`src/rtl/id_ex_stage_if.sv`:
```
// id_ex_stage_if: decode-side inputs, forward sources and EX-side outputs of the ID/EX stage
interface id_ex_stage_if #(parameter int XLEN = 64);
    logic            id_valid;
    logic [4:0]      id_rs1_idx, id_rs2_idx;
    logic [XLEN-1:0] id_rs1_data, id_rs2_data, id_imm;
    logic            id_alu_src;
    logic [3:0]      id_alu_control;
    logic [4:0]      id_rd_idx;
    logic            id_reg_write, id_mem_read, id_mem_write;
    logic            exmem_reg_write;
    logic [4:0]      exmem_rd;
    logic [XLEN-1:0] exmem_result;
    logic            memwb_reg_write;
    logic [4:0]      memwb_rd;
    logic [XLEN-1:0] memwb_result;
    logic            hold, flush;
    logic            id_stall, ex_valid;
    logic [XLEN-1:0] alu_a, alu_b, ex_store_data;
    logic [3:0]      alu_control;
    logic [4:0]      ex_rd_idx;
    logic            ex_reg_write, ex_mem_read, ex_mem_write;

    modport master (
        output id_valid, id_rs1_idx, id_rs2_idx, id_rs1_data, id_rs2_data, id_imm,
               id_alu_src, id_alu_control, id_rd_idx, id_reg_write, id_mem_read, id_mem_write,
               exmem_reg_write, exmem_rd, exmem_result, memwb_reg_write, memwb_rd, memwb_result,
               hold, flush,
        input  id_stall, ex_valid, alu_a, alu_b, ex_store_data, alu_control, ex_rd_idx,
               ex_reg_write, ex_mem_read, ex_mem_write
    );

    modport slave (
        input  id_valid, id_rs1_idx, id_rs2_idx, id_rs1_data, id_rs2_data, id_imm,
               id_alu_src, id_alu_control, id_rd_idx, id_reg_write, id_mem_read, id_mem_write,
               exmem_reg_write, exmem_rd, exmem_result, memwb_reg_write, memwb_rd, memwb_result,
               hold, flush,
        output id_stall, ex_valid, alu_a, alu_b, ex_store_data, alu_control, ex_rd_idx,
               ex_reg_write, ex_mem_read, ex_mem_write
    );
endinterface

```
`src/rtl/id_ex_stage.sv`:
```
// id_ex_stage: ID/EX pipeline register with operand forwarding and load-use bubble insertion
module id_ex_stage #(parameter int XLEN = 64) (
    input  logic         clk,
    input  logic         reset,
    id_ex_stage_if.slave bus
);
    logic            v, alu_src, rw, mr, mw;
    logic [4:0]      rs1_idx, rs2_idx, rd;
    logic [XLEN-1:0] rs1_d, rs2_d, imm, rs1_fwd, rs2_fwd;
    logic [3:0]      ctl;
    logic            load_use;

    function automatic logic hit(input logic we, input logic [4:0] dst, input logic [4:0] idx);
        return we && dst != 5'd0 && dst == idx;
    endfunction

    assign load_use = v && mr && rd != 5'd0 && bus.id_valid &&
                      (rd == bus.id_rs1_idx || rd == bus.id_rs2_idx);

    // pipeline register: reset/flush/load-use clear to a bubble, hold freezes, else capture with WB bypass
    always_ff @(posedge clk) begin
        if (reset || bus.flush || (!bus.hold && load_use)) begin
            v       <= 1'b0;
            rs1_idx <= '0;
            rs2_idx <= '0;
            rs1_d   <= '0;
            rs2_d   <= '0;
            imm     <= '0;
            alu_src <= 1'b0;
            ctl     <= '0;
            rd      <= '0;
            rw      <= 1'b0;
            mr      <= 1'b0;
            mw      <= 1'b0;
        end else if (!bus.hold) begin
            v       <= bus.id_valid;
            rs1_idx <= bus.id_rs1_idx;
            rs2_idx <= bus.id_rs2_idx;
            rs1_d   <= hit(bus.memwb_reg_write, bus.memwb_rd, bus.id_rs1_idx) ? bus.memwb_result : bus.id_rs1_data;
            rs2_d   <= hit(bus.memwb_reg_write, bus.memwb_rd, bus.id_rs2_idx) ? bus.memwb_result : bus.id_rs2_data;
            imm     <= bus.id_imm;
            alu_src <= bus.id_alu_src;
            ctl     <= bus.id_alu_control;
            rd      <= bus.id_rd_idx;
            rw      <= bus.id_valid && bus.id_reg_write;
            mr      <= bus.id_valid && bus.id_mem_read;
            mw      <= bus.id_valid && bus.id_mem_write;
        end
    end

    // operand forwarding: EX/MEM result is newer than MEM/WB, so it takes precedence
    always_comb begin
        rs1_fwd = hit(bus.exmem_reg_write, bus.exmem_rd, rs1_idx) ? bus.exmem_result :
                  hit(bus.memwb_reg_write, bus.memwb_rd, rs1_idx) ? bus.memwb_result : rs1_d;
        rs2_fwd = hit(bus.exmem_reg_write, bus.exmem_rd, rs2_idx) ? bus.exmem_result :
                  hit(bus.memwb_reg_write, bus.memwb_rd, rs2_idx) ? bus.memwb_result : rs2_d;
    end

    assign bus.id_stall      = (load_use || bus.hold) && !bus.flush;
    assign bus.ex_valid      = v;
    assign bus.alu_a         = rs1_fwd;
    assign bus.alu_b         = alu_src ? imm : rs2_fwd;
    assign bus.ex_store_data = rs2_fwd;
    assign bus.alu_control   = ctl;
    assign bus.ex_rd_idx     = rd;
    assign bus.ex_reg_write  = rw;
    assign bus.ex_mem_read   = mr;
    assign bus.ex_mem_write  = mw;
endmodule

```
`src/flat_wrapper.sv`:
```
// flat-port wrapper written by rule: the top's interface ports become plain ports
module id_ex_stage_flat 
#(parameter int XLEN = 64)
  (clk, reset, bus_id_valid, bus_id_rs1_idx, bus_id_rs2_idx, bus_id_rs1_data, bus_id_rs2_data, bus_id_imm, bus_id_alu_src, bus_id_alu_control, bus_id_rd_idx, bus_id_reg_write, bus_id_mem_read, bus_id_mem_write, bus_exmem_reg_write, bus_exmem_rd, bus_exmem_result, bus_memwb_reg_write, bus_memwb_rd, bus_memwb_result, bus_hold, bus_flush, bus_id_stall, bus_ex_valid, bus_alu_a, bus_alu_b, bus_ex_store_data, bus_alu_control, bus_ex_rd_idx, bus_ex_reg_write, bus_ex_mem_read, bus_ex_mem_write);
  id_ex_stage_if #(.XLEN(XLEN)) bus_i ();
  input  logic clk;
  input  logic reset;
  input wire logic [$bits(bus_i.id_valid)-1:0] bus_id_valid;
  input wire logic [$bits(bus_i.id_rs1_idx)-1:0] bus_id_rs1_idx;
  input wire logic [$bits(bus_i.id_rs2_idx)-1:0] bus_id_rs2_idx;
  input wire logic [$bits(bus_i.id_rs1_data)-1:0] bus_id_rs1_data;
  input wire logic [$bits(bus_i.id_rs2_data)-1:0] bus_id_rs2_data;
  input wire logic [$bits(bus_i.id_imm)-1:0] bus_id_imm;
  input wire logic [$bits(bus_i.id_alu_src)-1:0] bus_id_alu_src;
  input wire logic [$bits(bus_i.id_alu_control)-1:0] bus_id_alu_control;
  input wire logic [$bits(bus_i.id_rd_idx)-1:0] bus_id_rd_idx;
  input wire logic [$bits(bus_i.id_reg_write)-1:0] bus_id_reg_write;
  input wire logic [$bits(bus_i.id_mem_read)-1:0] bus_id_mem_read;
  input wire logic [$bits(bus_i.id_mem_write)-1:0] bus_id_mem_write;
  input wire logic [$bits(bus_i.exmem_reg_write)-1:0] bus_exmem_reg_write;
  input wire logic [$bits(bus_i.exmem_rd)-1:0] bus_exmem_rd;
  input wire logic [$bits(bus_i.exmem_result)-1:0] bus_exmem_result;
  input wire logic [$bits(bus_i.memwb_reg_write)-1:0] bus_memwb_reg_write;
  input wire logic [$bits(bus_i.memwb_rd)-1:0] bus_memwb_rd;
  input wire logic [$bits(bus_i.memwb_result)-1:0] bus_memwb_result;
  input wire logic [$bits(bus_i.hold)-1:0] bus_hold;
  input wire logic [$bits(bus_i.flush)-1:0] bus_flush;
  output wire logic [$bits(bus_i.id_stall)-1:0] bus_id_stall;
  output wire logic [$bits(bus_i.ex_valid)-1:0] bus_ex_valid;
  output wire logic [$bits(bus_i.alu_a)-1:0] bus_alu_a;
  output wire logic [$bits(bus_i.alu_b)-1:0] bus_alu_b;
  output wire logic [$bits(bus_i.ex_store_data)-1:0] bus_ex_store_data;
  output wire logic [$bits(bus_i.alu_control)-1:0] bus_alu_control;
  output wire logic [$bits(bus_i.ex_rd_idx)-1:0] bus_ex_rd_idx;
  output wire logic [$bits(bus_i.ex_reg_write)-1:0] bus_ex_reg_write;
  output wire logic [$bits(bus_i.ex_mem_read)-1:0] bus_ex_mem_read;
  output wire logic [$bits(bus_i.ex_mem_write)-1:0] bus_ex_mem_write;
  assign bus_i.id_valid = bus_id_valid;
  assign bus_i.id_rs1_idx = bus_id_rs1_idx;
  assign bus_i.id_rs2_idx = bus_id_rs2_idx;
  assign bus_i.id_rs1_data = bus_id_rs1_data;
  assign bus_i.id_rs2_data = bus_id_rs2_data;
  assign bus_i.id_imm = bus_id_imm;
  assign bus_i.id_alu_src = bus_id_alu_src;
  assign bus_i.id_alu_control = bus_id_alu_control;
  assign bus_i.id_rd_idx = bus_id_rd_idx;
  assign bus_i.id_reg_write = bus_id_reg_write;
  assign bus_i.id_mem_read = bus_id_mem_read;
  assign bus_i.id_mem_write = bus_id_mem_write;
  assign bus_i.exmem_reg_write = bus_exmem_reg_write;
  assign bus_i.exmem_rd = bus_exmem_rd;
  assign bus_i.exmem_result = bus_exmem_result;
  assign bus_i.memwb_reg_write = bus_memwb_reg_write;
  assign bus_i.memwb_rd = bus_memwb_rd;
  assign bus_i.memwb_result = bus_memwb_result;
  assign bus_i.hold = bus_hold;
  assign bus_i.flush = bus_flush;
  assign bus_id_stall = bus_i.id_stall;
  assign bus_ex_valid = bus_i.ex_valid;
  assign bus_alu_a = bus_i.alu_a;
  assign bus_alu_b = bus_i.alu_b;
  assign bus_ex_store_data = bus_i.ex_store_data;
  assign bus_alu_control = bus_i.alu_control;
  assign bus_ex_rd_idx = bus_i.ex_rd_idx;
  assign bus_ex_reg_write = bus_i.ex_reg_write;
  assign bus_ex_mem_read = bus_i.ex_mem_read;
  assign bus_ex_mem_write = bus_i.ex_mem_write;
  id_ex_stage #(.XLEN(XLEN)) u_core (.clk(clk), .reset(reset), .bus(bus_i));
endmodule
```
`config.mk`:
```
export PLATFORM = sky130hd
export DESIGN_NAME = id_ex_stage_flat
export DESIGN_NICKNAME = d
export VERILOG_FILES = /design/src/rtl/id_ex_stage_if.sv /design/src/rtl/id_ex_stage.sv /design/src/flat_wrapper.sv
export SDC_FILE = /design/constraint.sdc
export NUM_CORES = 1
export LEC_CHECK = 0
export BUFFER_PORTS_ARGS = -buffer_cell sky130_fd_sc_hd__buf_4
export CORE_AREA = 4 4 216 218
export CTS_CLUSTER_DIAMETER = 60
export CTS_CLUSTER_SIZE = 16
export DETAILED_ROUTE_END_ITERATION = 10
export DIE_AREA = 0 0 220 222
export PLACE_DENSITY_LB_ADDON = 0.1
export SETUP_SLACK_MARGIN = 0.3
export SLEW_MARGIN = 10
export SYNTH_ARGS = -nofsm -noshare
export SYNTH_HDL_FRONTEND = slang
export SYNTH_SLANG_ARGS = --single-unit
```
`constraint.sdc`:
```
create_clock -name clk -period 1.95 [get_ports clk]
set_input_delay 0.2925 -clock clk [delete_from_list [all_inputs] [get_ports clk]]
set_output_delay 0.2925 -clock clk [all_outputs]
set_load 0.05 [all_outputs]
```
### Word level (Yosys, flattened, before mapping)

Index checks and enable logic that the tools add are counted.

| storage, ports and cells | value |
|---|---|
| bits in registers | 216 |
| bits of input ports | 360 |
| output and inout bits | 206 |
| logic and storage cells | 53 |

| cells by class | value |
|---|---|
| eq/ne operators | 8 |
| muxes and demuxes | 7 |
| reduce and logical (&&, ||, !) cells | 26 |

Operators by type and width:

| kind | count |
|---|---|
| $mux 64 | 7 |
| $eq 5x5->1 | 8 |
| $logic_and 1x1->1 | 17 |
| $reduce_bool 5->1 | 3 |
| $logic_or 1x1->1 | 4 |
| $logic_not 1->1 | 2 |

### Longest topological paths before layout

| logic depth | value |
|---|---|
| word-level depth | 6 |
| gate-level depth with buffers | 8 |
| mapped depth without buffers | 5 |

### Least setup slack after synthesis

OpenSTA, ideal clock, no wires.

| timing path | value |
|---|---|
| kind | input port to output port |
| start | input bus_memwb_rd[0] |
| end | output bus_alu_b[10] |
| arrival | 2.886 ns |
| required time | 1.657 ns |
| slack | -1.228 ns |
| stages | 8 |
| path buffers | 3 |
| cells stage by stage | buf_2 > or4_4 > o21ai_4 > nor4_2 > buf_6 > buf_12 > mux2i_1 > a221oi_1 |

| on the way | value |
|---|---|
| longest elaborated chain between the ends | 6 |
| elaborated cells on any way between the ends | 7 |
| classes of those cells | eq/ne: 1; mux: 3; reduce/logical: 3 |

RTL lines:

| element | RTL line | RTL |
|---|---|---|
| from (decl) | flat_wrapper.sv:24 | `input wire logic [$bits(bus_i.memwb_rd)-1:0] bus_memwb_rd;` |
| $reduce_bool 5->1 | id_ex_stage.sv:14 | `return we && dst != 5'd0 && dst == idx;` |
| $logic_and 1x1->1 | id_ex_stage.sv:14 |  |
| $logic_and 1x1->1 (*) | id_ex_stage.sv:14 |  |
| $mux 64 (*) | id_ex_stage.sv:56 | `hit(bus.memwb_reg_write, bus.memwb_rd, rs2_idx) ? bus.memwb_result : rs2_d;` |
| $mux 64 (*) | id_ex_stage.sv:55 | `rs2_fwd = hit(bus.exmem_reg_write, bus.exmem_rd, rs2_idx) ? bus.exmem_result :` |
| $mux 64 (*) | id_ex_stage.sv:62 | `assign bus.alu_b = alu_src ? imm : rs2_fwd;` |
| to (decl) | flat_wrapper.sv:31 | `output wire logic [$bits(bus_i.alu_b)-1:0] bus_alu_b;` |

Mark *: on every way between the ends. The rest lies on a longest branch, timed or not.

### Worst setup path in the final report

| timing path | value |
|---|---|
| start | register u_core.rs2_idx[2] |
| end | output bus_alu_b[46] |

| on the way | value |
|---|---|
| longest elaborated chain between the ends | 5 |
| elaborated cells on any way between the ends | 7 |
| classes of those cells | eq/ne: 2; mux: 3; reduce/logical: 2 |

RTL lines:

| element | RTL line | RTL |
|---|---|---|
| from (decl) | id_ex_stage.sv:8 | `logic [4:0] rs1_idx, rs2_idx, rd;` |
| from (signal assigned) | id_ex_stage.sv:38 | `rs2_idx <= bus.id_rs2_idx;` |
| $eq 5x5->1 | id_ex_stage.sv:14 |  |
| $logic_and 1x1->1 | id_ex_stage.sv:14 |  |
| $mux 64 | id_ex_stage.sv:56 |  |
| $mux 64 (*) | id_ex_stage.sv:55 |  |
| $mux 64 (*) | id_ex_stage.sv:62 |  |

Marks and branches as above.

==> summary.md <==
| Metric | Value |
|---|---|
| First-pass detailed-route iteration total | 5 |
| Clk slew on worst S/H paths | 0.05 ns |
| Worst-case reg-to-reg path depth | 11 |
| Status | finished with violations |
| Power Total | 15.3 mW |
| Synthesized flop and latch total | 216 |
| Synthesized Nets | 2036 |
| Clock root buffer | clkbuf_16 |
| Overflow after GRT | 0 |
| F_max | 347 MHz |
| Global-route wire length before repair | 103000 um |
| Routed len/inst | 24.5 um |
| RSZ-0062 raised after global routing | true |
| Mapped cell area | 13200 sq um |
| Final setup viols | 409 |
| Fin cells | 3065 |
| FP Rows | 78 |
| Die height | 222 um |
| Leakage | 10.7 nW |
| Die Span X | 220 um |
| Reg power frac | 30.7% |
| Final Skew | 0.0184 ns |
| Final hold violations | 0 |
| CTS tree | done |
| Maximum vdd drop | 0.000525 V |
| Starting density of the core | 29.5% |
| H-tree levels | 2 |
| Clock latency on the worst-skew pair | 0.54 ns |
| # clock sinks | 216 |
| YS warnings | 0 |
| CP Capture Type | output pin |
| Min-Delay Path Class | in2reg |
| Switching Fraction | 34.1% |
| Max Transition Viols Final | 0 |
| I/O pin count | 566 |
| Max-cap viol count | 0 |
| Worst Path Class, Setup | reg2out |
| Failing checks | setup timing |
| Input/output buffers | 565 |
| Top cells by area, synth | dfxtp_1 (33%), mux2i_1 (19%), nand2_1 (7.9%) |
| Post-DR vias/cell | 5.29 |
| Total global-route track usage | 27.6% |
| Core area | 44900 sq um |
| Detailed Route WL | 75000 um |
| DR iter-0 viols | 840 |
| Final min period | 2.88 ns |
| Placed Cells | 2875 |
| Pwr per Cell Area | 529 nW/um^2 |
| Worst Hold Depth | 3 |
| Worst R2R Setup Slack | -0.53 ns |
| Netlist cell types | 32 |
| Vias in the first global route | 16400 |
| Syn Area/Cell | 7.89 sq um |
| Crit start category | register |
| Final HPWL DP | 49400 um |
| Worst slew pin tran | 0.630 ns |
| Post-DRT Antenna Nets | 0 |
| Largest net degree at the start of global routing | 65 |
| Initial antenna violation count | 12 |
| Max-slew headroom | 58.0% |
| Final #Nets | 2790 |
| Layout cell share with drive strength beyond 1 | 62.1% |
| Clock Path Buffers | 3 |
| GP Congestion | 0.932 |
| Clock share of power | 38.9% |
| Sequential area share after synthesis | 32.7% |
| Cells after synthesis | 1676 |
| DRC Markers | 0 |
| Setup ws final | -0.931 ns |
| Die ar. | 48800 sq um |
| Clock buffer count from CTS | 34 |
| Final worst-path cycle share | 148% |
| Crit path max fanout | 6 |
| NetSw | 5.20 mW |
| Synth area leader | dfxtp_1 |
| Area Overhead vs Synth | 118% |
| Worst path arrival time | 2.59 ns |
| Combinational power share | 30.4% |
| WP data required | 1.66 ns |
| Post-synth top area share | 32.7% |
| Vias post-DR | 16200 |
| Int Pwr | 10.1 mW |
[placed cells by master (no fill, tap or decap), types with 28 or more instances in the layout]
| master | n |
|---|---|
| o21ai_4 | 42 |
| nand2_1 | 246 |
| o211ai_1 | 87 |
| a221oi_4 | 63 |
| buf_12 | 79 |
| buf_8 | 39 |
| nor2_1 | 32 |
| buf_4 | 482 |
| dfxtp_1 | 203 |
| a21oi_1 | 88 |
| buf_16 | 30 |
| nor3_2 | 45 |
| buf_6 | 228 |
| mux2i_4 | 104 |
| nor2_2 | 28 |
| mux2i_1 | 142 |
| o21ai_2 | 137 |
| inv_1 | 64 |
| clkbuf_16 | 53 |
| a21oi_4 | 64 |
[flip-flops by register name (all words and copies together), names as in the netlist]
register	flops
u_core.rs1_d	64
u_core.bus.ex_mem_write	1
u_core.alu_src	1
u_core.bus.ex_rd_idx	5
u_core.rs1_idx	5
u_core.bus.ex_reg_write	1
u_core.rs2_d	64
u_core.imm	64
u_core.bus.ex_valid	1
u_core.rs2_idx	5
u_core.bus.alu_control	4
u_core.bus.ex_mem_read	1
[logic make-up (layout without fill, tap and decap cells)]
logic type | count (synthesis) | after routing | synth area share [%]
AOI/OAI and AO/OA | 503 | 503 | 22.9
and+or+nand+nor | 433 | 433 | 13.3
muxes | 256 | 256 | 19.4
buffers and inverters | 228 | 1006 | 9.12
DFF | 216 | 216 | 32.7
xor gates and xnor gates | 40 | 40 | 2.65
other | 0 | 11 | 0
[power groups by stage]
stage	Combinational (mW)	Sequential, mW	Clock, mW
floorplan	2.15	4.75	0
global placement	3.81	4.74	0
detailed placement	3.83	4.74	0
CTS	4.39	4.67	6.03
global route	4.84	4.70	6.24
finish	4.65	4.69	5.94
[what timing repair did]
item | 4_1_cts | 5_1_grt
endpoints found under the hold margin | 4 | 0
resized for setup | 590 | 320
buffers inserted | 29 | 39
gates cloned | 24 | 23
pin swaps | 72 | 63
setup endpoints to repair | 409 | 409
hold buffers | 4 | 0
[critical path, cell delays in order, from the launching register on]
cell and delay, ns:
dfxtp_2 0.37, xnor2_2 0.13, nand3_2 0.13, nor4_4 0.16, buf_6 0.23, buf_16 0.19
buf_12 0.12, buf_16 0.13, mux2i_4 0.31, a221oi_4 0.10, buf_6 0.17
[path summary, 6_finish.rpt]
path	from	end
setup / recovery	u_core.rs2_idx[2]$_SDFFE_PP0N_	bus_alu_b[46]
hold / removal	bus_id_rs2_data[8]	u_core.rs2_d[8]$_SDFFE_PP0N_
setup reg to reg	u_core.bus.ex_rd_idx[2]$_SDFFE_PP0N_	u_core.rs1_d[61]$_SDFFE_PP0N_
hold reg to reg	u_core.rs1_d[26]$_SDFFE_PP0N_	u_core.rs1_d[26]$_SDFFE_PP0N_
[stage by stage]
step | setup TNS, ns | instance area, sq um | setup WS [ns] | util (%) | hold slack (ns)
finish | -243.60 | 28900 | -0.931 | 64.3 | 0.0350
CTS | -212.07 | 26600 | -0.932 | 59.3 | 0.000196
global placement | -156.23 | 22000 | -0.730 | 49.0 | 0.434
floorplan | -107.26 | 15900 | -1.06 | - | 0.424
detailed placement | -159.30 | 22000 | -0.727 | 49.0 | 0.441
global route | -270.96 | 28900 | -0.998 | 64.3 | 0.0357
[synth_stat cells]
| master | count |
|---|---|
| nand2_1 | 280 |
| mux2i_1 | 256 |
| dfxtp_1 | 216 |
| a21oi_1 | 152 |
| o21ai_1 | 115 |
| o211ai_1 | 87 |
| clkbuf_1 | 86 |
| o21ai_0 | 80 |
| nor2_1 | 69 |
| nor3_1 | 68 |
| inv_1 | 65 |
| a221oi_1 | 64 |
| buf_2 | 40 |
| xor2_1 | 26 |
| buf_6 | 24 |
| xnor2_1 | 14 |
| buf_12 | 6 |
| buf_4 | 6 |
| nand3_1 | 5 |
| nor4_1 | 3 |
| nor2b_1 | 2 |
| or4_1 | 2 |
| a22oi_4 | 1 |
| a31oi_2 | 1 |
| and4_1 | 1 |
| buf_1 | 1 |
| nor4_2 | 1 |
| o2111ai_2 | 1 |
| o21a_1 | 1 |
| o21ai_4 | 1 |
| or2_2 | 1 |
| or4_4 | 1 |
[layer usage]
metal  routed length [um]  vias up  track usage (%)
met4                 2610        4             9.10
li1                     -     7561                -
met3                 4950      140             6.81
met5                   18        -                0
met2                37100      548             46.7
met1                30400     7949             34.3
[layout make-up]
class	count	area [sq um]
multi-input cells	1232	12700
inverters	65	245
flip-flops and latches	216	4360
clock inverters	20	150
fillers	3534	16000
clock buffers	40	925
diodes	11	27.5
well taps	600	751
repair buffers	881	9700
(Power assumes the default switching activity.)
